$ cat src/rtl/mtl_lcd_timing_gen_pkg.sv
// Shared definitions for the MTL LCD timing generator.
// Holds the default 800x480-in-1056x525 panel timing, counter and pixel
// address widths, and the packed colour type used on the pixel path.
package mtl_lcd_timing_gen_pkg;

    localparam int LCD_HCNT_W = 11;
    localparam int LCD_VCNT_W = 10;
    localparam int PIX_X_W    = 10;
    localparam int PIX_Y_W    = 9;

    localparam int MTL_H_TOTAL     = 1056;
    localparam int MTL_V_TOTAL     = 525;
    localparam int MTL_H_ACT_START = 50;
    localparam int MTL_H_ACT       = 800;
    localparam int MTL_V_ACT_START = 23;
    localparam int MTL_V_ACT       = 480;
    localparam int MTL_HSYNC_W     = 30;
    localparam int MTL_VSYNC_W     = 13;

    typedef struct packed {
        logic [7:0] r;
        logic [7:0] g;
        logic [7:0] b;
    } rgb24_t;

endpackage

$ cat src/rtl/mtl_lcd_timing_gen_if.sv
// Pixel-source request/data port plus the MTL panel-side outputs.
//   master : timing generator (drives o_*, receives i_pix_*)
//   slave  : pixel source / panel sink (receives o_*, drives i_pix_*)
interface mtl_lcd_timing_gen_if;
    import mtl_lcd_timing_gen_pkg::*;

    logic               o_pix_req;
    logic [PIX_X_W-1:0] o_pix_x;
    logic [PIX_Y_W-1:0] o_pix_y;
    logic               i_pix_vld;
    logic [23:0]        i_pix_rgb;
    logic               o_hsd;
    logic               o_vsd;
    logic               o_de;
    logic [7:0]         o_r;
    logic [7:0]         o_g;
    logic [7:0]         o_b;
    logic               o_frame_start;
    logic               o_underrun;

    modport master (
        output o_pix_req, o_pix_x, o_pix_y,
        input  i_pix_vld, i_pix_rgb,
        output o_hsd, o_vsd, o_de, o_r, o_g, o_b, o_frame_start, o_underrun
    );

    modport slave (
        input  o_pix_req, o_pix_x, o_pix_y,
        output i_pix_vld, i_pix_rgb,
        input  o_hsd, o_vsd, o_de, o_r, o_g, o_b, o_frame_start, o_underrun
    );

endinterface

$ cat src/rtl/mtl_lcd_timing_gen_sync_counter.sv
// Free-running raster counter with sync/active decode.
// Ports: i_clk, i_rstn (sync, active low); o_hcnt/o_vcnt current position;
// o_hsync_n/o_vsync_n sync levels; o_v_act active line; o_act active pixel;
// o_origin position is (0,0).
module mtl_lcd_timing_gen_sync_counter
    import mtl_lcd_timing_gen_pkg::*;
#(
    parameter int H_TOTAL     = MTL_H_TOTAL,
    parameter int V_TOTAL     = MTL_V_TOTAL,
    parameter int H_ACT_START = MTL_H_ACT_START,
    parameter int H_ACT       = MTL_H_ACT,
    parameter int V_ACT_START = MTL_V_ACT_START,
    parameter int V_ACT       = MTL_V_ACT,
    parameter int HSYNC_W     = MTL_HSYNC_W,
    parameter int VSYNC_W     = MTL_VSYNC_W
) (
    input  logic                  i_clk,
    input  logic                  i_rstn,
    output logic [LCD_HCNT_W-1:0] o_hcnt,
    output logic [LCD_VCNT_W-1:0] o_vcnt,
    output logic                  o_hsync_n,
    output logic                  o_vsync_n,
    output logic                  o_v_act,
    output logic                  o_act,
    output logic                  o_origin
);

    localparam logic [LCD_HCNT_W-1:0] H_LAST = LCD_HCNT_W'(H_TOTAL - 1);
    localparam logic [LCD_VCNT_W-1:0] V_LAST = LCD_VCNT_W'(V_TOTAL - 1);
    localparam logic [LCD_HCNT_W-1:0] H_AS   = LCD_HCNT_W'(H_ACT_START);
    localparam logic [LCD_HCNT_W-1:0] H_AE   = LCD_HCNT_W'(H_ACT_START + H_ACT);
    localparam logic [LCD_VCNT_W-1:0] V_AS   = LCD_VCNT_W'(V_ACT_START);
    localparam logic [LCD_VCNT_W-1:0] V_AE   = LCD_VCNT_W'(V_ACT_START + V_ACT);
    localparam logic [LCD_HCNT_W-1:0] H_SW   = LCD_HCNT_W'(HSYNC_W);
    localparam logic [LCD_VCNT_W-1:0] V_SW   = LCD_VCNT_W'(VSYNC_W);

    logic [LCD_HCNT_W-1:0] hcnt_q, hcnt_d;
    logic [LCD_VCNT_W-1:0] vcnt_q, vcnt_d;

    // vcnt advances only on the hcnt wrap, so both wrap together at frame end
    always_comb begin
        hcnt_d = hcnt_q + LCD_HCNT_W'(1);
        vcnt_d = vcnt_q;
        if (hcnt_q == H_LAST) begin
            hcnt_d = '0;
            vcnt_d = (vcnt_q == V_LAST) ? '0 : vcnt_q + LCD_VCNT_W'(1);
        end
    end

    always_ff @(posedge i_clk) begin
        if (!i_rstn) begin
            hcnt_q <= '0;
            vcnt_q <= '0;
        end else begin
            hcnt_q <= hcnt_d;
            vcnt_q <= vcnt_d;
        end
    end

    assign o_hcnt    = hcnt_q;
    assign o_vcnt    = vcnt_q;
    assign o_hsync_n = (hcnt_q >= H_SW);
    assign o_vsync_n = (vcnt_q >= V_SW);
    assign o_v_act   = (vcnt_q >= V_AS) && (vcnt_q < V_AE);
    assign o_act     = o_v_act && (hcnt_q >= H_AS) && (hcnt_q < H_AE);
    assign o_origin  = (hcnt_q == '0) && (vcnt_q == '0);

endmodule

$ cat src/rtl/mtl_lcd_timing_gen.sv
// MTL LCD timing generator: raster timing, pixel prefetch and panel outputs.
// Ports: i_clk_lcd pixel clock; i_rstn_lcd sync active-low reset;
// bus (master) carries the pixel request/data port and HSD/VSD/DE/RGB,
// frame-start pulse and sticky underrun flag. All panel outputs are
// registered and reflect the raster position of the previous cycle.
module mtl_lcd_timing_gen
    import mtl_lcd_timing_gen_pkg::*;
#(
    parameter int          H_TOTAL     = MTL_H_TOTAL,
    parameter int          V_TOTAL     = MTL_V_TOTAL,
    parameter int          H_ACT_START = MTL_H_ACT_START,
    parameter int          H_ACT       = MTL_H_ACT,
    parameter int          V_ACT_START = MTL_V_ACT_START,
    parameter int          V_ACT       = MTL_V_ACT,
    parameter int          HSYNC_W     = MTL_HSYNC_W,
    parameter int          VSYNC_W     = MTL_VSYNC_W,
    parameter int          RD_LAT      = 2,
    parameter logic [23:0] BLANK_RGB   = 24'h0
) (
    input  logic                 i_clk_lcd,
    input  logic                 i_rstn_lcd,
    mtl_lcd_timing_gen_if.master bus
);

    // Requests lead the display position by RD_LAT so data lands exactly
    // on the cycle its pixel is decoded as active.
    localparam logic [LCD_HCNT_W-1:0] REQ_LO = LCD_HCNT_W'(H_ACT_START - RD_LAT);
    localparam logic [LCD_HCNT_W-1:0] REQ_HI = LCD_HCNT_W'(H_ACT_START + H_ACT - 1 - RD_LAT);
    localparam logic [LCD_VCNT_W-1:0] V_OFS  = LCD_VCNT_W'(V_ACT_START);

    logic [LCD_HCNT_W-1:0] hcnt;
    logic [LCD_VCNT_W-1:0] vcnt;
    logic                  hsync_n, vsync_n, v_act, act, origin;

    mtl_lcd_timing_gen_sync_counter #(
        .H_TOTAL(H_TOTAL), .V_TOTAL(V_TOTAL),
        .H_ACT_START(H_ACT_START), .H_ACT(H_ACT),
        .V_ACT_START(V_ACT_START), .V_ACT(V_ACT),
        .HSYNC_W(HSYNC_W), .VSYNC_W(VSYNC_W)
    ) u_cnt (
        .i_clk     (i_clk_lcd),
        .i_rstn    (i_rstn_lcd),
        .o_hcnt    (hcnt),
        .o_vcnt    (vcnt),
        .o_hsync_n (hsync_n),
        .o_vsync_n (vsync_n),
        .o_v_act   (v_act),
        .o_act     (act),
        .o_origin  (origin)
    );

    logic              pix_req;
    logic [RD_LAT-1:0] tag_q, tag_d;
    logic              tag_out, miss;
    rgb24_t            rgb_q, rgb_d;
    logic              hsd_q, hsd_d, vsd_q, vsd_d, de_q, de_d;
    logic              fs_q, fs_d, und_q, und_d;

    assign pix_req     = v_act && (hcnt >= REQ_LO) && (hcnt <= REQ_HI);
    assign bus.o_pix_req = pix_req;
    assign bus.o_pix_x   = pix_req ? PIX_X_W'(hcnt - REQ_LO) : '0;
    assign bus.o_pix_y   = pix_req ? PIX_Y_W'(vcnt - V_OFS) : '0;

    // tag_q[RD_LAT-1] marks the cycle a requested pixel is due back;
    // data arriving without a tag is ignored.
    assign tag_out = tag_q[RD_LAT-1];
    assign miss    = tag_out && !bus.i_pix_vld;

    always_comb begin
        tag_d = RD_LAT'({tag_q, pix_req});
        rgb_d = '0;
        if (act && tag_out)
            rgb_d = bus.i_pix_vld ? rgb24_t'(bus.i_pix_rgb) : rgb24_t'(BLANK_RGB);
        hsd_d = hsync_n;
        vsd_d = vsync_n;
        de_d  = act;
        fs_d  = origin;
        // clears as o_frame_start rises; a miss on that same edge still sets it
        und_d = (und_q && !origin) || miss;
    end

    always_ff @(posedge i_clk_lcd) begin
        if (!i_rstn_lcd) begin
            tag_q <= '0;
            rgb_q <= '0;
            hsd_q <= 1'b1;
            vsd_q <= 1'b1;
            de_q  <= 1'b0;
            fs_q  <= 1'b0;
            und_q <= 1'b0;
        end else begin
            tag_q <= tag_d;
            rgb_q <= rgb_d;
            hsd_q <= hsd_d;
            vsd_q <= vsd_d;
            de_q  <= de_d;
            fs_q  <= fs_d;
            und_q <= und_d;
        end
    end

    assign bus.o_hsd         = hsd_q;
    assign bus.o_vsd         = vsd_q;
    assign bus.o_de          = de_q;
    assign bus.o_r           = rgb_q.r;
    assign bus.o_g           = rgb_q.g;
    assign bus.o_b           = rgb_q.b;
    assign bus.o_frame_start = fs_q;
    assign bus.o_underrun    = und_q;

endmodule

$ cat src/flat_wrapper.sv
// flat-port wrapper written by rule: the top's interface ports become plain ports
module mtl_lcd_timing_gen_flat import mtl_lcd_timing_gen_pkg::*;
#(
    parameter int          H_TOTAL     = MTL_H_TOTAL,
    parameter int          V_TOTAL     = MTL_V_TOTAL,
    parameter int          H_ACT_START = MTL_H_ACT_START,
    parameter int          H_ACT       = MTL_H_ACT,
    parameter int          V_ACT_START = MTL_V_ACT_START,
    parameter int          V_ACT       = MTL_V_ACT,
    parameter int          HSYNC_W     = MTL_HSYNC_W,
    parameter int          VSYNC_W     = MTL_VSYNC_W,
    parameter int          RD_LAT      = 2,
    parameter logic [23:0] BLANK_RGB   = 24'h0
)
  (i_clk_lcd, i_rstn_lcd, bus_o_pix_req, bus_o_pix_x, bus_o_pix_y, bus_i_pix_vld, bus_i_pix_rgb, bus_o_hsd, bus_o_vsd, bus_o_de, bus_o_r, bus_o_g, bus_o_b, bus_o_frame_start, bus_o_underrun);
  mtl_lcd_timing_gen_if bus_i ();
  input  logic i_clk_lcd;
  input  logic i_rstn_lcd;
  output wire logic [$bits(bus_i.o_pix_req)-1:0] bus_o_pix_req;
  output wire logic [$bits(bus_i.o_pix_x)-1:0] bus_o_pix_x;
  output wire logic [$bits(bus_i.o_pix_y)-1:0] bus_o_pix_y;
  input wire logic [$bits(bus_i.i_pix_vld)-1:0] bus_i_pix_vld;
  input wire logic [$bits(bus_i.i_pix_rgb)-1:0] bus_i_pix_rgb;
  output wire logic [$bits(bus_i.o_hsd)-1:0] bus_o_hsd;
  output wire logic [$bits(bus_i.o_vsd)-1:0] bus_o_vsd;
  output wire logic [$bits(bus_i.o_de)-1:0] bus_o_de;
  output wire logic [$bits(bus_i.o_r)-1:0] bus_o_r;
  output wire logic [$bits(bus_i.o_g)-1:0] bus_o_g;
  output wire logic [$bits(bus_i.o_b)-1:0] bus_o_b;
  output wire logic [$bits(bus_i.o_frame_start)-1:0] bus_o_frame_start;
  output wire logic [$bits(bus_i.o_underrun)-1:0] bus_o_underrun;
  assign bus_o_pix_req = bus_i.o_pix_req;
  assign bus_o_pix_x = bus_i.o_pix_x;
  assign bus_o_pix_y = bus_i.o_pix_y;
  assign bus_i.i_pix_vld = bus_i_pix_vld;
  assign bus_i.i_pix_rgb = bus_i_pix_rgb;
  assign bus_o_hsd = bus_i.o_hsd;
  assign bus_o_vsd = bus_i.o_vsd;
  assign bus_o_de = bus_i.o_de;
  assign bus_o_r = bus_i.o_r;
  assign bus_o_g = bus_i.o_g;
  assign bus_o_b = bus_i.o_b;
  assign bus_o_frame_start = bus_i.o_frame_start;
  assign bus_o_underrun = bus_i.o_underrun;
  mtl_lcd_timing_gen #(.H_TOTAL(H_TOTAL), .V_TOTAL(V_TOTAL), .H_ACT_START(H_ACT_START), .H_ACT(H_ACT), .V_ACT_START(V_ACT_START), .V_ACT(V_ACT), .HSYNC_W(HSYNC_W), .VSYNC_W(VSYNC_W), .RD_LAT(RD_LAT), .BLANK_RGB(BLANK_RGB)) u_core (.i_clk_lcd(i_clk_lcd), .i_rstn_lcd(i_rstn_lcd), .bus(bus_i));
endmodule
$ cat config.mk
export PLATFORM = sky130hd
export DESIGN_NAME = mtl_lcd_timing_gen_flat
export DESIGN_NICKNAME = d
export VERILOG_FILES = /design/src/rtl/mtl_lcd_timing_gen_pkg.sv /design/src/rtl/mtl_lcd_timing_gen_if.sv /design/src/rtl/mtl_lcd_timing_gen_sync_counter.sv /design/src/rtl/mtl_lcd_timing_gen.sv /design/src/flat_wrapper.sv
export SDC_FILE = /design/constraint.sdc
export NUM_CORES = 1
export LEC_CHECK = 0
export CAP_MARGIN = 20
export CELL_PAD_IN_SITES_DETAIL_PLACEMENT = 1
export CELL_PAD_IN_SITES_GLOBAL_PLACEMENT = 2
export CORE_MARGIN = 2
export CORE_UTILIZATION = 28
export CTS_CLUSTER_SIZE = 25
export DETAILED_ROUTE_END_ITERATION = 10
export PLACE_DENSITY = 0.9
export SETUP_SLACK_MARGIN = 0.5
export SLEW_MARGIN = 20
export SYNTH_ARGS = -nofsm -noshare
export SYNTH_HDL_FRONTEND = slang
export SYNTH_SLANG_ARGS = --single-unit
$ cat constraint.sdc
create_clock -name i_clk_lcd -period 2.4 [get_ports i_clk_lcd]
set_input_delay 0.36 -clock i_clk_lcd [delete_from_list [all_inputs] [get_ports i_clk_lcd]]
set_output_delay 0.36 -clock i_clk_lcd [all_outputs]
set_load 0.02 [all_outputs]
==> run metrics <==
status complete, but fails checks; violated checks negative setup slack; worst-path fanout max 3; Final setup viols 19; Synth Area in XOR/XNOR 5.91%; Worst Hold Launch u_core.tag_q[0]; largest family of logic cells by synthesized area simple AND/OR/NAND/NOR gates; Synth warnings 0; CTS tree yes; number of flops mapped to enable cells by yosys 0; Clock Skews 11.0 ps; Synth async-reset ratio 0%; buffers added on ports 75; final RePlAce weighted congestion 0.861; Synth Area in Compound Gates 10.6%; #FFs+latches synth 52; DR vias 3,074; CTS sink count 52; Final period util 105%; Top delay family on crit path compound AO/OA/AOI/OAI gates; Tmin final 2510 ps; vias per inst 5.24; Simple-Gate Fraction of Synth Area 31.3%; worst-margin pin slew 888 ps; worst path buffer plus inverter count 3; RSZ-0062 raised after global routing yes; Slowest cell on crit path dfxtp_4; slowest cell delay on critical path 370 ps; Max Freq 0.399 GHz; Worst Hold Depth 1; H-tree depth 2; layout overhead on the synthesized area 101%; ys flop type dfxtp_1; Initial DRT Pass Iterations 4; drc violations 0; Finished Layout Cells 587; MaxCap Viol Count 0; post-synthesis sequential area ratio 39.0%; Clock transition at path regs 110 ps; Unique masters post-synth 45; Initial Util 28.9%; WHS Endpoint u_core.tag_q[1]; Post-Place Cell Area 0.00426 mm²; Mapped Area 0.00267 mm²; GRT overflow 0; first-pass GRT wire length 16.9 mm; # IOs 76; Longest Clk Path Bufs 2; Antenna diodes 0; leakage 2.02 nW; final net count 494; type of the worst setup path flop to output port; Core Box Area 0.00924 mm²; FF-to-FF Start u_core.u_cnt.o_hcnt[8]; Hold Buf Count CTS 0; Total Wirelength 12.2 mm; post-route worst setup slack -108 ps; CTS root buf clkbuf_8; std cell rows 35; Cells after DPL 543; CP endpoint kind output port; mux cell area share after synthesis 0%; VDD IR max 292 µV; Design Area, Final 0.00535 mm²; FF-to-FF setup slack 230 ps; setup_tns -1360 ps; Critical Path RT 2040 ps; die area 0.0103 mm²; Worst R2R Path Depth 6; Critical Path Start Type flop; crit path cell chain ha_4 -> a21o_1 -> a21oi_2 -> a311o_2 -> buf_6 -> buf_6 -> a2111oi_4 -> buf_4; Design Power 1.64 mW; HP Class flop to flop; WL/cell 20.7 µm; ratio of cells with drive above 1 in the final layout 47.2%; adder-cell share of the synthesized area 4.69%; number of routed nets with antenna violations 0; Die Y 102 µm; pwr dens 307 mW/mm²; post-synthesis net count 344; largest net degree at the start of global routing 27; DR iter-0 viols 67; Syn Inst Count 307; setup slack at placement -214 ps; chip width 102 µm; clock latency on the worst-skew pair 320 ps; GRT Resource Usage Total 20.7%; post-synthesis average cell area 8.69 µm²; final hold slack 470 ps; HPWL after detailed placement 7.15 mm; Final Util 57.9%; relative slew slack 40.7%; TritonCTS Buffers 5; crit-path most repeated cell buf_6; R2R Path End u_core.u_cnt.o_vcnt[6]; critical path arrival 2150 ps; final number of hold-violating endpoints 0; initial antenna violation count 0; Slew Limit Fails 0; vias in the first global route 3,139
## routing by layer
metal / share of wire, % / wire, µm / global-route usage [%]
met1: 39 / 4720 / 23.6
met2: 55 / 6660 / 38.2
met3: 6.3 / 769 / 6.21
met4: 0.20 / 24 / 4.26
met5: 0 / 0 / 0
## power breakdown
part / switching, mW / total, mW / internal [mW]
combinational: 0.0710 / 0.138 / 0.0670
clock: 0.349 / 0.630 / 0.281
sequential: 0.00498 / 0.874 / 0.869
total: 0.425 / 1.64 / 1.22
## timing repair
item,in CTS,in global routing
gates cloned,5,2
gates resized for setup,153,74
endpoints found under the setup margin,62,65
pin swaps,13,37
setup buffers,9,20
## cell families after synthesis
family	Yosys count
AO/OA/AOI/OAI	40
XOR/XNOR	18
adder cells (fa/ha/maj)	10
flip-flops	52
buffers and inverters	40
AND/OR/NAND/NOR	147
## sequential cells by signal (all words and copies together), names as in the netlist, 2 cells and up
register	flops
u_core.bus.o_g	8
u_core.u_cnt.o_vcnt	10
u_core.u_cnt.o_hcnt	11
u_core.bus.o_b	8
u_core.bus.o_r	8
u_core.tag_q	2
## final cells by class
type	count	area, µm²
fill	987	3890
multi-input combinational	215	2240
timing repair buffer	174	1740
sequential	52	1060
tap	129	161
clock buffer	6	93.8
inverter	9	33.8
clock inverter	2	20.0
## cell usage after synthesis (2+ instances only)
master	number	share of area (%)
nor4b_1	5	1.6
and2_1	4	0.94
nand2_1	18	2.5
o21ai_0	5	0.94
and3_1	5	1.2
or4_1	3	0.84
xnor2_1	12	3.9
clkbuf_8	2	1.0
and4_1	2	0.66
ha_1	10	4.7
buf_1	4	0.56
nor4_1	41	9.6
buf_6	5	2.1
nand4_1	4	0.94
clkbuf_1	13	1.8
buf_4	4	1.1
nor3_1	5	0.94
buf_2	3	0.56
inv_1	9	1.3
o211a_1	2	0.75
xor2_1	6	2.0
dfxtp_1	52	39
or4_4	3	1.3
a2111oi_0	2	0.66
a21oi_1	11	2.1
nor2_1	15	2.1
nand2b_1	2	0.47
nand3_1	32	6.0
o31ai_1	3	0.84
a31oi_1	2	0.47
a211oi_1	5	1.4
or3_1	5	1.2
## worst max path at each step
| stage | start | endpoint | cells past startpoint |
|---|---|---|---|
| after global placement | u_core.u_cnt.o_vcnt[0] | bus_o_pix_x[2] | 6 |
| after global routing | u_core.u_cnt.o_vcnt[0] | bus_o_pix_y[3] | 8 |
| after floorplan | u_core.u_cnt.o_vcnt[0] | bus_o_pix_x[2] | 7 |
| after detailed placement | u_core.u_cnt.o_hcnt[0] | bus_o_pix_y[5] | 7 |
| final | u_core.u_cnt.o_vcnt[0] | bus_o_pix_y[3] | 8 |
| after CTS | u_core.u_cnt.o_vcnt[0] | bus_o_pix_y[1] | 7 |
## placed cells by master (no fill, tap or decap), types with 11 or more instances in the layout
cell,count
buf_12,13
buf_4,84
buf_6,18
clkdlybuf4s50_1,55
dfxtp_1,39
dfxtp_2,11
nand2_1,17
nand3_1,31
nor2_1,14
nor4_4,37
xnor2_1,11
No activity file was read; power rests on OpenSTA's default activity.
